==> config.mk <==
export PLATFORM = sky130hd
export DESIGN_NAME = sprite_compositor
export DESIGN_NICKNAME = d
export VERILOG_FILES = /design/src/rtl/sprite_compositor.sv
export SDC_FILE = /design/constraint.sdc
export NUM_CORES = 1
export LEC_CHECK = 0
export CAP_MARGIN = 0
export CORE_ASPECT_RATIO = 1.2
export CORE_MARGIN = 3
export CORE_UTILIZATION = 44
export DETAILED_ROUTE_END_ITERATION = 10
export PLACE_DENSITY = 0.83
export SETUP_SLACK_MARGIN = 0.5
export SLEW_MARGIN = 20
export SYNTH_ARGS = -nofsm -noshare
export SYNTH_HDL_FRONTEND = slang
export SYNTH_SLANG_ARGS = --single-unit
export TNS_END_PERCENT = 10
==> constraint.sdc <==
create_clock -name Clk -period 2 [get_ports Clk]
set_input_delay 0.6 -clock Clk [delete_from_list [all_inputs] [get_ports Clk]]
set_output_delay 0.6 -clock Clk [all_outputs]
set_load 0.005 [all_outputs]
==> src/rtl/sprite_compositor.sv <==
// Two-stage pixel compositor for the Pac-Man VGA path: merges sprite layers with
// wall, food and score-text layers and produces registered VGA colour plus a layer tag.
module sprite_compositor #(
    parameter int NUM_SPRITES = 4,
    parameter int COLOR_W = 8,
    parameter int MAZE_H = 352,
    parameter int FLASH_FRAMES = 16,
    parameter logic [3*COLOR_W-1:0] TRANSPARENT_RGB = 24'h000000,
    parameter logic [3*COLOR_W-1:0] FRIGHT_RGB = 24'h2121FF,
    parameter logic [3*COLOR_W-1:0] FLASH_RGB = 24'hFFFFFF,
    localparam int LID_W = $clog2(NUM_SPRITES + 4)
) (
    input  logic                               Clk,
    input  logic                               Reset,
    input  logic                               frame_start,
    input  logic                               pixel_valid,
    input  logic [9:0]                         DrawX,
    input  logic [9:0]                         DrawY,
    input  logic [NUM_SPRITES-1:0]             sprite_hit,
    input  logic [NUM_SPRITES*3*COLOR_W-1:0]   sprite_rgb,
    input  logic                               is_wall,
    input  logic                               is_food,
    input  logic                               text_bit,
    input  logic                               frightened,
    input  logic                               fright_ending,
    input  logic                               level_clear,
    output logic [COLOR_W-1:0]                 VGA_R,
    output logic [COLOR_W-1:0]                 VGA_G,
    output logic [COLOR_W-1:0]                 VGA_B,
    output logic                               out_valid,
    output logic [LID_W-1:0]                   layer_id
);

    localparam int PIX_W = 3 * COLOR_W;
    localparam int CNT_W = $clog2(FLASH_FRAMES + 1);
    localparam logic [PIX_W-1:0] WALL_RGB = {{(2*COLOR_W){1'b0}}, {COLOR_W{1'b1}}};

    // Colouring depends only on the row; X is carried on the interface for symmetry.
    logic unused_drawx;
    assign unused_drawx = ^DrawX;

    logic [CNT_W-1:0] frame_cnt_reg;
    logic             flash_phase_reg;

    always_ff @(posedge Clk) begin
        if (Reset) begin
            frame_cnt_reg   <= '0;
            flash_phase_reg <= 1'b0;
        end else if (frame_start) begin
            if (frame_cnt_reg == CNT_W'(FLASH_FRAMES - 1)) begin
                frame_cnt_reg   <= '0;
                flash_phase_reg <= ~flash_phase_reg;
            end else begin
                frame_cnt_reg <= frame_cnt_reg + 1'b1;
            end
        end
    end

    logic                             s1_valid_reg;
    logic [9:0]                       s1_drawy_reg;
    logic [NUM_SPRITES-1:0]           s1_hit_reg;
    logic [NUM_SPRITES*PIX_W-1:0]     s1_rgb_reg;
    logic                             s1_wall_reg;
    logic                             s1_food_reg;
    logic                             s1_text_reg;
    logic                             s1_fright_reg;
    logic                             s1_ending_reg;
    logic                             s1_lc_reg;
    logic                             s1_phase_reg;

    always_ff @(posedge Clk) begin
        if (Reset) begin
            s1_valid_reg <= 1'b0;
        end else begin
            s1_valid_reg <= pixel_valid;
        end
    end

    // Mode bits and phase travel with the pixel so a mid-line change never tears it.
    always_ff @(posedge Clk) begin
        s1_drawy_reg  <= DrawY;
        s1_hit_reg    <= sprite_hit;
        s1_rgb_reg    <= sprite_rgb;
        s1_wall_reg   <= is_wall;
        s1_food_reg   <= is_food;
        s1_text_reg   <= text_bit;
        s1_fright_reg <= frightened;
        s1_ending_reg <= fright_ending;
        s1_lc_reg     <= level_clear;
        s1_phase_reg  <= flash_phase_reg;
    end

    logic [NUM_SPRITES-1:0] opaque;
    logic [PIX_W-1:0]       sprite_col [NUM_SPRITES];

    genvar gi;
    generate
        for (gi = 0; gi < NUM_SPRITES; gi++) begin : g_sprite
            logic [PIX_W-1:0] rom_col;
            assign rom_col    = s1_rgb_reg[gi*PIX_W +: PIX_W];
            assign opaque[gi] = s1_hit_reg[gi] && (rom_col != TRANSPARENT_RGB);
            if (gi == 0) begin : g_pacman
                assign sprite_col[gi] = rom_col;
            end else begin : g_ghost
                assign sprite_col[gi] = !s1_fright_reg ? rom_col :
                                        (s1_ending_reg && s1_phase_reg) ? FLASH_RGB : FRIGHT_RGB;
            end
        end
    endgenerate

    logic             in_maze;
    logic [PIX_W-1:0] pix_next;
    logic [LID_W-1:0] layer_next;

    assign in_maze = ({22'd0, s1_drawy_reg} < MAZE_H);

    // Layers are applied lowest priority first so each later hit overrides.
    always_comb begin
        pix_next   = '0;
        layer_next = '0;
        if (s1_text_reg) begin
            pix_next   = FLASH_RGB;
            layer_next = LID_W'(1);
        end
        if (s1_food_reg && in_maze) begin
            pix_next   = FLASH_RGB;
            layer_next = LID_W'(2);
        end
        if (s1_wall_reg && in_maze) begin
            pix_next   = (s1_lc_reg && s1_phase_reg) ? FLASH_RGB : WALL_RGB;
            layer_next = LID_W'(3);
        end
        for (int i = NUM_SPRITES - 1; i >= 0; i--) begin
            if (opaque[i]) begin
                pix_next   = sprite_col[i];
                layer_next = LID_W'(4 + i);
            end
        end
    end

    always_ff @(posedge Clk) begin
        if (Reset) begin
            out_valid <= 1'b0;
            VGA_R     <= '0;
            VGA_G     <= '0;
            VGA_B     <= '0;
            layer_id  <= '0;
        end else begin
            out_valid <= s1_valid_reg;
            if (s1_valid_reg) begin
                VGA_R    <= pix_next[PIX_W-1 -: COLOR_W];
                VGA_G    <= pix_next[2*COLOR_W-1 -: COLOR_W];
                VGA_B    <= pix_next[COLOR_W-1:0];
                layer_id <= layer_next;
            end else begin
                VGA_R    <= '0;
                VGA_G    <= '0;
                VGA_B    <= '0;
                layer_id <= '0;
            end
        end
    end

endmodule

## Yosys cells after proc, flatten, opt, wreduce, memory -nomap -nowiden

Index checks and enable logic that the tools add are counted.

| storage, ports and cells | value |
|---|---|
| register bits | 152 |
| input bits | 130 |
| output and inout bits | 28 |
| word-level logic and storage cells | 61 |

| cells by class | value |
|---|---|
| $add $sub $neg | 1 |
| magnitude comparators | 1 |
| equal/unequal tests | 1 |
| multiplexer cells | 20 |
| bitwise operators | 2 |
| reduce and logical (&&, ||, !) cells | 16 |

Operators with widths:

| operator | number |
|---|---|
| 24-bit 2-to-1 mux | 12 |
| 24-bit nonzero test | 4 |
| 3-bit 2-to-1 mux | 6 |
| 10-bit by 9-bit < comparator with 1-bit output (second input constant) | 1 |
| 1-bit logical AND | 8 |
| 5-bit by 1-bit adder with 5-bit output (second input constant) | 1 |
| 5-bit by 4-bit equality test with 1-bit output (second input constant) | 1 |
| 5-bit 2-to-1 mux | 1 |
| 4-bit OR reduction | 1 |
| 3-bit OR reduction | 1 |
| 1-bit inverter | 2 |
| 2-bit AND reduction | 1 |
| 2-bit OR reduction | 1 |
| 1-bit 2-to-1 mux | 1 |

## Logic depth before layout (Yosys ltp)

| depth | value |
|---|---|
| depth after elaboration | 8 |
| gate-level depth with buffers | 8 |

## Worst setup path after synthesis

Ideal clock, no wire load.

| timing path | value |
|---|---|
| path type | input-to-reg |
| start point | in Reset |
| end point | reg VGA_G[6] |
| library setup time | 73 ps |
| arrival | 1689 ps |
| data required time | 1927 ps |
| slack | 238 ps |
| cell stages on the path | 5 |
| buffers on the path | 1 |
| path through | nand2b_1 > nor2_1 > clkbuf_1 > a22oi_1 > o211ai_2 |

| on the way | value |
|---|---|
| cells in the longest elaborated chain, start to end | 1 |

RTL lines:

| what | RTL line | source |
|---|---|---|
| start: declaration | 14 | `input logic Reset,` |
| 2-bit OR reduction (no line) | n/a |  |
| end signal: assignment | 152 | `VGA_G <= pix_next[2*COLOR_W-1 -: COLOR_W];` |
| end: declaration | 28 | `output logic [COLOR_W-1:0] VGA_G,` |

Every way passes these cells.
A chain may end at the register's enable or synchronous reset.

## Worst setup path after layout

| timing path | value |
|---|---|
| start point | reg s1_rgb_reg[24] |
| end point | reg VGA_R[0] |

| on the way | value |
|---|---|
| cells in the longest elaborated chain, start to end | 4 |

RTL lines:

| what | RTL line | source |
|---|---|---|
| start: declaration | 62 | `logic [NUM_SPRITES*PIX_W-1:0] s1_rgb_reg;` |
| start signal: assignment | 83 | `s1_rgb_reg <= sprite_rgb;` |
| 24-bit nonzero test | 101 | `assign opaque[gi] = s1_hit_reg[gi] && (rom_col != TRANSPARENT_RGB);` |
| 1-bit logical AND | 101 |  |
| 24-bit 2-to-1 mux (2 in series) | 134 | `if (opaque[i]) begin` |
| end signal: assignment | 151 | `VGA_R <= pix_next[PIX_W-1 -: COLOR_W];` |
| end: declaration | 27 | `output logic [COLOR_W-1:0] VGA_R,` |

Every way passes these cells.

==> run_results.csv <==
group,metric,value,unit
placement,place_area,6340,um2
clock_network,cts_hold_buf,0,
status,violations,"negative setup slack",
worst_setup_path,endpoint_kind,"flip-flop",
logic_synthesis,synth.area.top_cells,"dfxtp_1 63%, a21o_1 3.9%, nor4_1 3.0%, a22oi_1 2.7%, a21oi_1 2.7%",
timing,fmax,476,MHz
clock_network,cts.sink_count,147,
grt,grt_overflow,0,
clock_network,cts_tree,"done",
timing,final_max_slew_viol_count,0,
clock_network,cts_buffer_depth,2,
timing,tns,-1.32,ns
clock_network,clk_pin_slew_worst_paths,0.07,ns
logic_synthesis,synthTopCellsByCount,"147 x dfxtp_1, 25 x a21oi_1, 24 x a21o_1, 24 x nand2_1, 22 x nor4_1",
logic_synthesis,yosysSeqAreaShare,63.2,%
worst_setup_path,cp.arrival,2.44,ns
worst_setup_path,critPathRequiredTime,2.33,ns
logic_synthesis,syn_area_per_cell,11.5,um2
pwr,power.total,6.90,mW
clock_network,cts_buffers,17,
layout,syn_to_final_growth,55.4,%
layout,fin_nets,709,
logic_synthesis,synth.most_common_cell,"dfxtp_1",
routing,num_vias,4114,
timing,rsz0062_at_grt,"yes",
routing,initialDrtViolationCount,481,
pwr,powerDensity,953,nW/um2
timing,skew,0.0101,ns
worst_setup_path,critPathLaunch,"s1_rgb_reg[24]",
floorplan,ios,158,
timing,worst_pin_slew,0.696,ns
logic_synthesis,ys.flop_type,"dfxtp_1",
worst_setup_path,rr_startpoint,"s1_rgb_reg[24]",
logic_synthesis,synth_area,4660,um2
timing,hold_viol_final,0,
clock_network,h-tree-depth,4,
placement,gp_congestion,0.892,
layout,fillCellCount,644,
routing,viasPerCell,5.73,
floorplan,coreArea,10200,um2
logic_synthesis,synth_cells,404,
layout,largest_reg_flops,96,
floorplan,initial_core_util,45.8,%
status,status,"complete, but fails checks",
logic_synthesis,synth_edf_count,0,
min_path,min_path_type,"reg2reg",
placement,port-buffer-count,142,
worst_setup_path,crit_path_start_kind,"flip-flop",
flow_run,maxCapViolations,0,
layout,final_area,7240,um2
logic_synthesis,synth_top_area_share,63.2,%
clock_network,root_buffer,"clkbuf_16",
routing,drt-pass1-iter-count,5,
logic_synthesis,synth.distinct_cells,48,
routing,drc_errors,0,
logic_synthesis,synth_top_cell_by_area,"dfxtp_1",
grt,grt_pass1_wl,21.7,mm
timing,finalWorstSetupSlack,-0.103,ns
floorplan,die-area,11900,um2
worst_setup_path,critical_path.max_fanout,8,
routing,detail_route.wl_per_cell,21.8,um
grt,grt_use_total,24.1,%
logic_synthesis,synth_nets,535,
timing,period_share,105,%
clock_network,clock_latency,0.43,ns
logic_synthesis,synth_seq_cells,147,
floorplan,dieHeight,119,um
layout,drive_gt1_share,32.0,%
worst_setup_path,worstSetupPathType,"reg2reg",
worst_setup_path,r2r_slack,-0.10,ns
routing,antenna_left,0,
logic_synthesis,async_reset_ff_share,0,%
grt,grt_pass1_vias,4104,
floorplan,chipWidth,99.9,um
timing,slew_headroom,53.6,%
floorplan,rows,40,
pwr,leakage,3.04,nW
logic_synthesis,yosys_warnings,0,
min_path,hold_start,"flash_phase_reg",
timing,finalSetupViolations,19,
grt,grt_antenna_before_repair,1,
grt,grt_max_degree,19,
pwr,irDropWorstVdd,0.705,mV
placement,post-place-ws,-0.495,ns
timing,final.min_clock_period,2.10,ns
placement,hpwlAfterDp,10.0,mm
routing,routed_wl,15.7,mm
==> timing repair <==
| item | 4_1_cts | 5_1_grt |
|---|---|---|
| gates resized for setup | 153 | 26 |
| pin swaps | 13 | 15 |
| buffers inserted | 2 | 9 |
| setup endpoints to repair | 55 | 29 |
| gates cloned | 0 | 1 |
==> area by class of cell <==
class | instances | area (um2) | area share [%]
Antenna cell | 1 | 2.50 | 0.0346
Clock buffer | 17 | 425 | 5.88
Timing Repair Buffer | 176 | 1640 | 22.7
Inverter | 5 | 18.8 | 0.259
Tap cell | 126 | 158 | 2.18
Multi-Input combinational cell | 231 | 1870 | 25.8
Sequential cell | 147 | 2960 | 40.9
Clock inverter | 15 | 163 | 2.25
==> placed cells by master, fill, tap and decap left out, types with 6 or more instances in the layout <==
cell / count
dfxtp_1: 130
clkdlybuf4s50_1: 114
buf_2: 26
a21oi_1: 24
a21o_1: 24
buf_4: 23
clkbuf_16: 18
dfxtp_2: 17
o21ai_0: 17
nand2_1: 16
nor4_1: 13
a22oi_2: 13
nand2b_1: 10
o211ai_2: 10
a31oi_1: 9
nor2_1: 8
nand2_2: 8
o22ai_2: 8
nor4_2: 7
a211oi_2: 6
inv_6: 6
==> per-layer routing <==
| layer | up-vias | track usage [%] | part of all wire (%) |
|---|---|---|---|
| li1 | 1841 | - | - |
| met1 | 1990 | 27.4 | 37 |
| met2 | 230 | 41.9 | 52 |
| met3 | 53 | 5.37 | 7.3 |
| met4 | 0 | 11.9 | 4.1 |
| met5 | - | 0 | 0 |
==> cells by family (layout without fill, tap and decap cells) <==
family	count (synthesis)	in the layout	share of synthesized area (%)
muxes	1	1	0.242
buffers and inverters	26	213	3.09
DFF	147	147	63.2
and+or+nand+nor	92	92	12.1
other	0	1	0
AOI/OAI and AO/OA	136	136	20.9
xor gates and xnor gates	1	1	0.188
adders and majority gates	1	1	0.269
==> worst max-delay path, stage by stage (launching register included) <==
cell	delay, ns
dfxtp_2	0.34
nor4_4	0.31
buf_4	0.16
nand4_1	0.10
o21a_4	0.27
buf_6	0.13
nor4b_4	0.25
buf_4	0.17
buf_12	0.12
a22oi_2	0.05
o2111ai_1	0.11
==> metrics by stage <==
| stage | std cells | util, % | hold slack [ns] |
|---|---|---|---|
| global placement | 673 | 62.4 | 0.355 |
| floorplan | 404 | - | 0.339 |
| detailed placement | 673 | 62.4 | 0.365 |
| global route | 718 | 71.3 | 0.399 |
| CTS | 707 | 69.0 | 0.379 |
| finish | 718 | 71.3 | 0.375 |
==> final timing paths <==
check        depth (start not counted)           end
max                                 10      VGA_R[0]
min                                  0  s1_phase_reg
max reg2reg                         10      VGA_R[0]
min reg2reg                          0  s1_phase_reg
==> power breakdown <==
| part | internal, mW | total [mW] | switching [mW] |
|---|---|---|---|
| clock network | 1.77 | 3.14 | 1.37 |
| logic | 0.344 | 0.572 | 0.228 |
| registers | 3.08 | 3.19 | 0.112 |
(Power assumes the default switching activity.)
